`src/rtl/aes_job_ctrl_if.sv`:
```
// Plaintext-in / ciphertext-out streaming bundle for the AES job controller.
//   pt_valid/pt_ready/pt_data : plaintext block offered by the host
//   ct_valid/ct_ready/ct_data : ciphertext block returned to the host
// The controller connects through the slave modport; the host (or a bench)
// uses the master modport.
interface aes_job_ctrl_if;
  logic         pt_valid;
  logic         pt_ready;
  logic [127:0] pt_data;
  logic         ct_valid;
  logic         ct_ready;
  logic [127:0] ct_data;

  modport master (
    output pt_valid, pt_data, ct_ready,
    input  pt_ready, ct_valid, ct_data
  );

  modport slave (
    input  pt_valid, pt_data, ct_ready,
    output pt_ready, ct_valid, ct_data
  );
endinterface

```
`src/rtl/aes_job_ctrl.sv`:
```
// AES job controller: accepts one plaintext block at a time, holds the AES
// core in reset for RST_CYCLES cycles with the block presented, releases it
// and waits up to TIMEOUT cycles for core_done, then offers the captured
// ciphertext until the host takes it.
// Ports:
//   clk, reset     : system clock, asynchronous active-low reset
//   key_valid      : key generator output is usable; loss aborts a job
//   io (slave)     : plaintext / ciphertext valid-ready streams
//   core_rst       : active-high reset to the AES core
//   core_data      : plaintext presented to the AES core
//   core_done      : AES core result valid
//   core_result    : AES core ciphertext
//   busy           : controller is not idle
//   err            : sticky errors, bit0 timeout, bit1 key lost mid-job
//   job_cnt        : completed ciphertext transfers, wraps at 256
module aes_job_ctrl #(
  parameter int RST_CYCLES = 2,
  parameter int TIMEOUT    = 64
) (
  input  logic          clk,
  input  logic          reset,
  input  logic          key_valid,
  aes_job_ctrl_if.slave io,
  output logic          core_rst,
  output logic [127:0]  core_data,
  input  logic          core_done,
  input  logic [127:0]  core_result,
  output logic          busy,
  output logic [1:0]    err,
  output logic [7:0]    job_cnt
);

  localparam logic [3:0] RST_LAST = 4'(RST_CYCLES - 1);
  localparam logic [7:0] TO_LAST  = 8'(TIMEOUT - 1);

  typedef enum logic [1:0] {
    IDLE = 2'd0,
    LOAD = 2'd1,
    RUN  = 2'd2,
    HOLD = 2'd3
  } state_t;

  state_t       state_q, state_d;
  logic [3:0]   rst_cnt_q, rst_cnt_d;
  logic [7:0]   to_cnt_q, to_cnt_d;
  logic [127:0] pt_q, pt_d;
  logic [127:0] ct_q, ct_d;
  logic [1:0]   err_q, err_d;
  logic [7:0]   job_cnt_q, job_cnt_d;
  logic         armed_q;
  logic         pt_ready_c;
  logic         ct_valid_c;

  // State and datapath registers. armed_q keeps pt_ready low while reset is
  // held and for the first edge after release, so no plaintext can slip in
  // while the block is still being reset.
  always_ff @(posedge clk or negedge reset) begin
    if (!reset) begin
      state_q   <= IDLE;
      rst_cnt_q <= '0;
      to_cnt_q  <= '0;
      pt_q      <= '0;
      ct_q      <= '0;
      err_q     <= '0;
      job_cnt_q <= '0;
      armed_q   <= 1'b0;
    end else begin
      state_q   <= state_d;
      rst_cnt_q <= rst_cnt_d;
      to_cnt_q  <= to_cnt_d;
      pt_q      <= pt_d;
      ct_q      <= ct_d;
      err_q     <= err_d;
      job_cnt_q <= job_cnt_d;
      armed_q   <= 1'b1;
    end
  end

  // Next-state and output decode. Key loss outranks core_done, and core_done
  // outranks the timeout, so a result arriving on the last allowed RUN cycle
  // is still delivered.
  always_comb begin
    state_d    = state_q;
    rst_cnt_d  = rst_cnt_q;
    to_cnt_d   = to_cnt_q;
    pt_d       = pt_q;
    ct_d       = ct_q;
    err_d      = err_q;
    job_cnt_d  = job_cnt_q;
    pt_ready_c = 1'b0;
    ct_valid_c = 1'b0;
    core_rst   = 1'b1;
    core_data  = pt_q;

    unique case (state_q)
      IDLE: begin
        core_data  = '0;
        pt_ready_c = armed_q & key_valid;
        if (pt_ready_c && io.pt_valid) begin
          pt_d      = io.pt_data;
          rst_cnt_d = '0;
          state_d   = LOAD;
        end
      end

      LOAD: begin
        if (!key_valid) begin
          err_d[1] = 1'b1;
          state_d  = IDLE;
        end else if (rst_cnt_q == RST_LAST) begin
          to_cnt_d = '0;
          state_d  = RUN;
        end else begin
          rst_cnt_d = rst_cnt_q + 4'd1;
        end
      end

      RUN: begin
        core_rst = 1'b0;
        if (!key_valid) begin
          err_d[1] = 1'b1;
          state_d  = IDLE;
        end else if (core_done) begin
          ct_d    = core_result;
          state_d = HOLD;
        end else if (to_cnt_q == TO_LAST) begin
          err_d[0] = 1'b1;
          state_d  = IDLE;
        end else begin
          to_cnt_d = to_cnt_q + 8'd1;
        end
      end

      HOLD: begin
        ct_valid_c = 1'b1;
        if (io.ct_ready) begin
          job_cnt_d = job_cnt_q + 8'd1;
          state_d   = IDLE;
        end
      end

      default: begin
        state_d = IDLE;
      end
    endcase
  end

  assign io.pt_ready = pt_ready_c;
  assign io.ct_valid = ct_valid_c;
  assign io.ct_data  = ct_q;
  assign busy        = (state_q != IDLE);
  assign err         = err_q;
  assign job_cnt     = job_cnt_q;

endmodule

```
`src/flat_wrapper.sv`:
```
// flat-port wrapper written by rule: the top's interface ports become plain ports
module aes_job_ctrl_flat 
#(
  parameter int RST_CYCLES = 2,
  parameter int TIMEOUT    = 64
)
  (clk, reset, key_valid, core_rst, core_data, core_done, core_result, busy, err, job_cnt, io_pt_valid, io_pt_data, io_ct_ready, io_pt_ready, io_ct_valid, io_ct_data);
  aes_job_ctrl_if io_i ();
  input  logic clk;
  input  logic reset;
  input  logic key_valid;
  output logic core_rst;
  output logic [127:0] core_data;
  input  logic core_done;
  input  logic [127:0] core_result;
  output logic busy;
  output logic [1:0] err;
  output logic [7:0] job_cnt;
  input wire logic [$bits(io_i.pt_valid)-1:0] io_pt_valid;
  input wire logic [$bits(io_i.pt_data)-1:0] io_pt_data;
  input wire logic [$bits(io_i.ct_ready)-1:0] io_ct_ready;
  output wire logic [$bits(io_i.pt_ready)-1:0] io_pt_ready;
  output wire logic [$bits(io_i.ct_valid)-1:0] io_ct_valid;
  output wire logic [$bits(io_i.ct_data)-1:0] io_ct_data;
  assign io_i.pt_valid = io_pt_valid;
  assign io_i.pt_data = io_pt_data;
  assign io_i.ct_ready = io_ct_ready;
  assign io_pt_ready = io_i.pt_ready;
  assign io_ct_valid = io_i.ct_valid;
  assign io_ct_data = io_i.ct_data;
  aes_job_ctrl #(.RST_CYCLES(RST_CYCLES), .TIMEOUT(TIMEOUT)) u_core (.clk(clk), .reset(reset), .key_valid(key_valid), .io(io_i), .core_rst(core_rst), .core_data(core_data), .core_done(core_done), .core_result(core_result), .busy(busy), .err(err), .job_cnt(job_cnt));
endmodule
```
`config.mk`:
```
export PLATFORM = sky130hd
export DESIGN_NAME = aes_job_ctrl_flat
export DESIGN_NICKNAME = d
export VERILOG_FILES = /design/src/rtl/aes_job_ctrl_if.sv /design/src/rtl/aes_job_ctrl.sv /design/src/flat_wrapper.sv
export SDC_FILE = /design/constraint.sdc
export NUM_CORES = 1
export LEC_CHECK = 0
export ABC_AREA = 1
export CAP_MARGIN = 20
export CORE_AREA = 2 2 204 206
export CTS_CLUSTER_DIAMETER = 100
export CTS_CLUSTER_SIZE = 12
export DETAILED_ROUTE_END_ITERATION = 6
export DIE_AREA = 0 0 206 208
export SLEW_MARGIN = 20
export SYNTH_ARGS = -nofsm -noshare
export SYNTH_HDL_FRONTEND = slang
export SYNTH_SLANG_ARGS = --single-unit
```
`constraint.sdc`:
```
create_clock -name clk -period 2.1 [get_ports clk]
set_input_delay 0.21 -clock clk [delete_from_list [all_inputs] [get_ports clk]]
set_output_delay 0.21 -clock clk [all_outputs]
set_load 0.02 [all_outputs]
```
==> run metrics <==
via total after detailed routing=9,590; initial antenna violation count=0; Die W=206 microns; post-route ant nets=0; Slowest-stage cell, CP=dfrtp_1; Netlist cell types=29; Post-Syn Area=11,900 sq um; busiest grt layer=met2; Synth async-reset ratio=1.00; CTS tree=done; Post-synth EDFFs=0; routing usage on met2=0.285; pin count of the biggest net entering global routing=73; minimum clock period after layout=2.07 ns; Setup CP Type=register to output port; startpoint types=register; largest stage delay on the critical path=0.38 ns; GR Overflow Total=0; syn nets=1,410; # clock sinks=281; clk slew on worst S/H paths=0.06 ns; gpl congestion=0.796; layout cell share with drive strength beyond 1=0.174; Worst EP required=1.89 ns; net switching power=0.0110 W; final WL=36,200 microns; RSZ-0062 raised after global routing=yes; status=finished, final reports clean; ant diodes=0; cts bufs inserted=27; Mean Syn Cell Area=10.4 sq um; switching share of power=0.405; crit-path max FO=6; GR met1 Demand/Resource=0.197; Chip Height=208 microns; Die ar.=42,800 sq um; final worst path period share=0.987; Initial DRC Count=328; number of global-route vias before repair=9,863; detailed-route DRC error count=0; H-tree depth=1; Leak=8.89 nW; worst skew pair latency=0.56 ns; Max Clk Rate=482 MHz; Comb pwr share=0.525; Hold Fails Final Rpt=0; clock root buffer=clkbuf_16; DR vias/cell=4.34; Yosys warning total=0; Syn Inst Count=1,140; Crit. End Element=output port; gr usage total=0.162; top_reg_cell synth=dfrtp_1; P_int=0.0161 W; Seq pwr share=0.317; max_cap viols=0; clock power share=0.158; CP arrival=1.86 ns; post-synthesis sequential area ratio=0.593; peak supply drop=956 uV; Detail Placement HPWL=26,900 microns; depth of the most critical reg-to-reg path=5; GR Layer Usage met3=0.0450; core footprint=40,600 sq um; type of the worst min-delay path=input port to async pin; num ports=532; nets=1,949; most frequent CP cell=buf_12; Cell Chain, Critical Path=inv_2 > ha_4 > buf_12 > buf_12 > buf_6 > nor2_2 > buf_4; Core Util, Final=0.452; routed len/inst=16.4 microns; TritonRoute pass-1 iters=5; flops & latches, synth=281; total power=0.0271 W; # setup viols final=0; Port Buffers=531; clk buf depth=3; initial core utilization=0.292; Final Skew=0.0214 ns; fillcell total=3,939; power density over the cells=1480 nW/um^2; first-pass GRT wire length=55,200 microns; P&R area growth vs syn=54.7%; Rows=74; Slew Limit Fails=0
-- worst max-delay path, delay by kind of cell (launching register included) --
family	cells	cell delay, ns
simple gates	1	0.10
fa+ha+maj	1	0.21
flops	1	0.38
buf+inv	5	0.62
-- registers in the layout, summed over array words and instances, names as in the netlist --
signal	cells
u_core.to_cnt_q	8
u_core.pt_q	128
u_core.io.ct_data	128
u_core.err	2
u_core.job_cnt	8
u_core.rst_cnt_q	4
u_core.armed_q	1
u_core.state_q	2
-- what timing repair did --
item | CTS | global route
setup buffers | 6 | 0
setup endpoints to repair | 132 | 109
hold buffers | 1 | 0
resized for setup | 369 | 175
endpoints found under the hold margin | 44 | 0
cloned | 2 | 2
pin swaps | 1 | 0
-- placed cells by master (no fill, tap or decap), drive strengths merged, types with 3 or more instances in the layout --
master	n
nand2	65
clkbuf	85
ha	8
xor2	6
clkdlybuf4s50	398
buf	108
nor2	274
o21ai	12
mux2	128
xnor2	3
inv	152
nand3	17
dfrtp	281
a21oi	131
-- logic make-up (layout without fill, tap and decap cells) --
kind of cell,Yosys count,count (layout),share of synthesized area
AND/OR/NAND/NOR,359,359,0.117
flip-flops,281,281,0.593
multiplexers,128,128,0.122
XOR/XNOR,9,9,0.00665
adder cells (fa/ha/maj),8,8,0.00844
AO/OA/AOI/OAI,145,145,0.0743
other,1,1,0.000316
buffers and inverters,209,748,0.0786
-- per-stage QoR --
step	hold slack [ns]	TNS [ns]	setup slack, ns	cells	area, sq um
3_3_place_gp	0.173	0	0.175	2171	17900
3_5_place_dp	0.175	0	0.150	2171	17900
6_report	0.165	0	0.0274	2211	18300
4_1_cts	0.157	-0.0914	-0.0472	2209	18400
2_1_floorplan	-0.0856	0	0.312	1140	11900
5_1_grt	0.191	-1.11	-0.0732	2211	18300
-- synth_stat cells, types with 2 or more instances --
| master | count | area, sq um |
|---|---|---|
| buf_6 | 14 | 158 |
| nand3_1 | 16 | 80.1 |
| buf_2 | 28 | 140 |
| nor2_1 | 273 | 1020 |
| a21oi_2 | 40 | 350 |
| ha_1 | 8 | 100 |
| buf_4 | 2 | 15.0 |
| nand2_2 | 2 | 12.5 |
| mux2_2 | 30 | 338 |
| mux2_1 | 98 | 1100 |
| xor2_1 | 6 | 52.6 |
| inv_1 | 149 | 559 |
| o21ai_0 | 5 | 25.0 |
| dfrtp_1 | 281 | 7030 |
| o21ai_1 | 7 | 35.0 |
| nand2_1 | 63 | 236 |
| clkbuf_1 | 14 | 52.6 |
| a21oi_1 | 91 | 455 |
| xnor2_1 | 3 | 26.3 |
-- path summary, 6_finish.rpt --
path                       slack (ns)                     end               from
setup / recovery                 0.03          core_data[110]  u_core.state_q[0]
hold / removal                   0.17         u_core.pt_q[13]              reset
setup reg to reg                 0.33  u_core.io.ct_data[114]  u_core.state_q[1]
max in group asynchronous        1.19   u_core.io.ct_data[67]              reset
min in group clk                 0.22         u_core.pt_q[49]     io_pt_data[49]
hold reg to reg                  0.47           u_core.err[1]      u_core.err[1]
-- metal layers --
metal / wire length, microns / vias to the layer above / share of wire
li1: - / 4625 / -
met1: 14700 / 4585 / 0.41
met2: 17700 / 349 / 0.49
met3: 3180 / 31 / 0.088
met4: 535 / 0 / 0.015
met5: 0 / - / 0
-- power by group through the flow --
stage               logic, W  clock network, W  registers, W
finish                0.0142           0.00429       0.00857
global route          0.0153           0.00469       0.00884
CTS                   0.0140           0.00447       0.00859
detailed placement    0.0149                 0       0.00869
global placement      0.0148                 0       0.00861
floorplan            0.00604                 0       0.00989
-- layout make-up --
| class | instances | area, sq um | area share |
|---|---|---|---|
| Sequential cell | 281 | 7030 | 0.383 |
| Timing Repair Buffer | 569 | 5400 | 0.294 |
| Multi-Input combinational cell | 650 | 3980 | 0.217 |
| Clock buffer | 27 | 676 | 0.0368 |
| Tap cell | 532 | 666 | 0.0363 |
| Inverter | 150 | 563 | 0.0307 |
| Clock inverter | 2 | 28.8 | 0.00157 |
(Power assumes the default switching activity.)
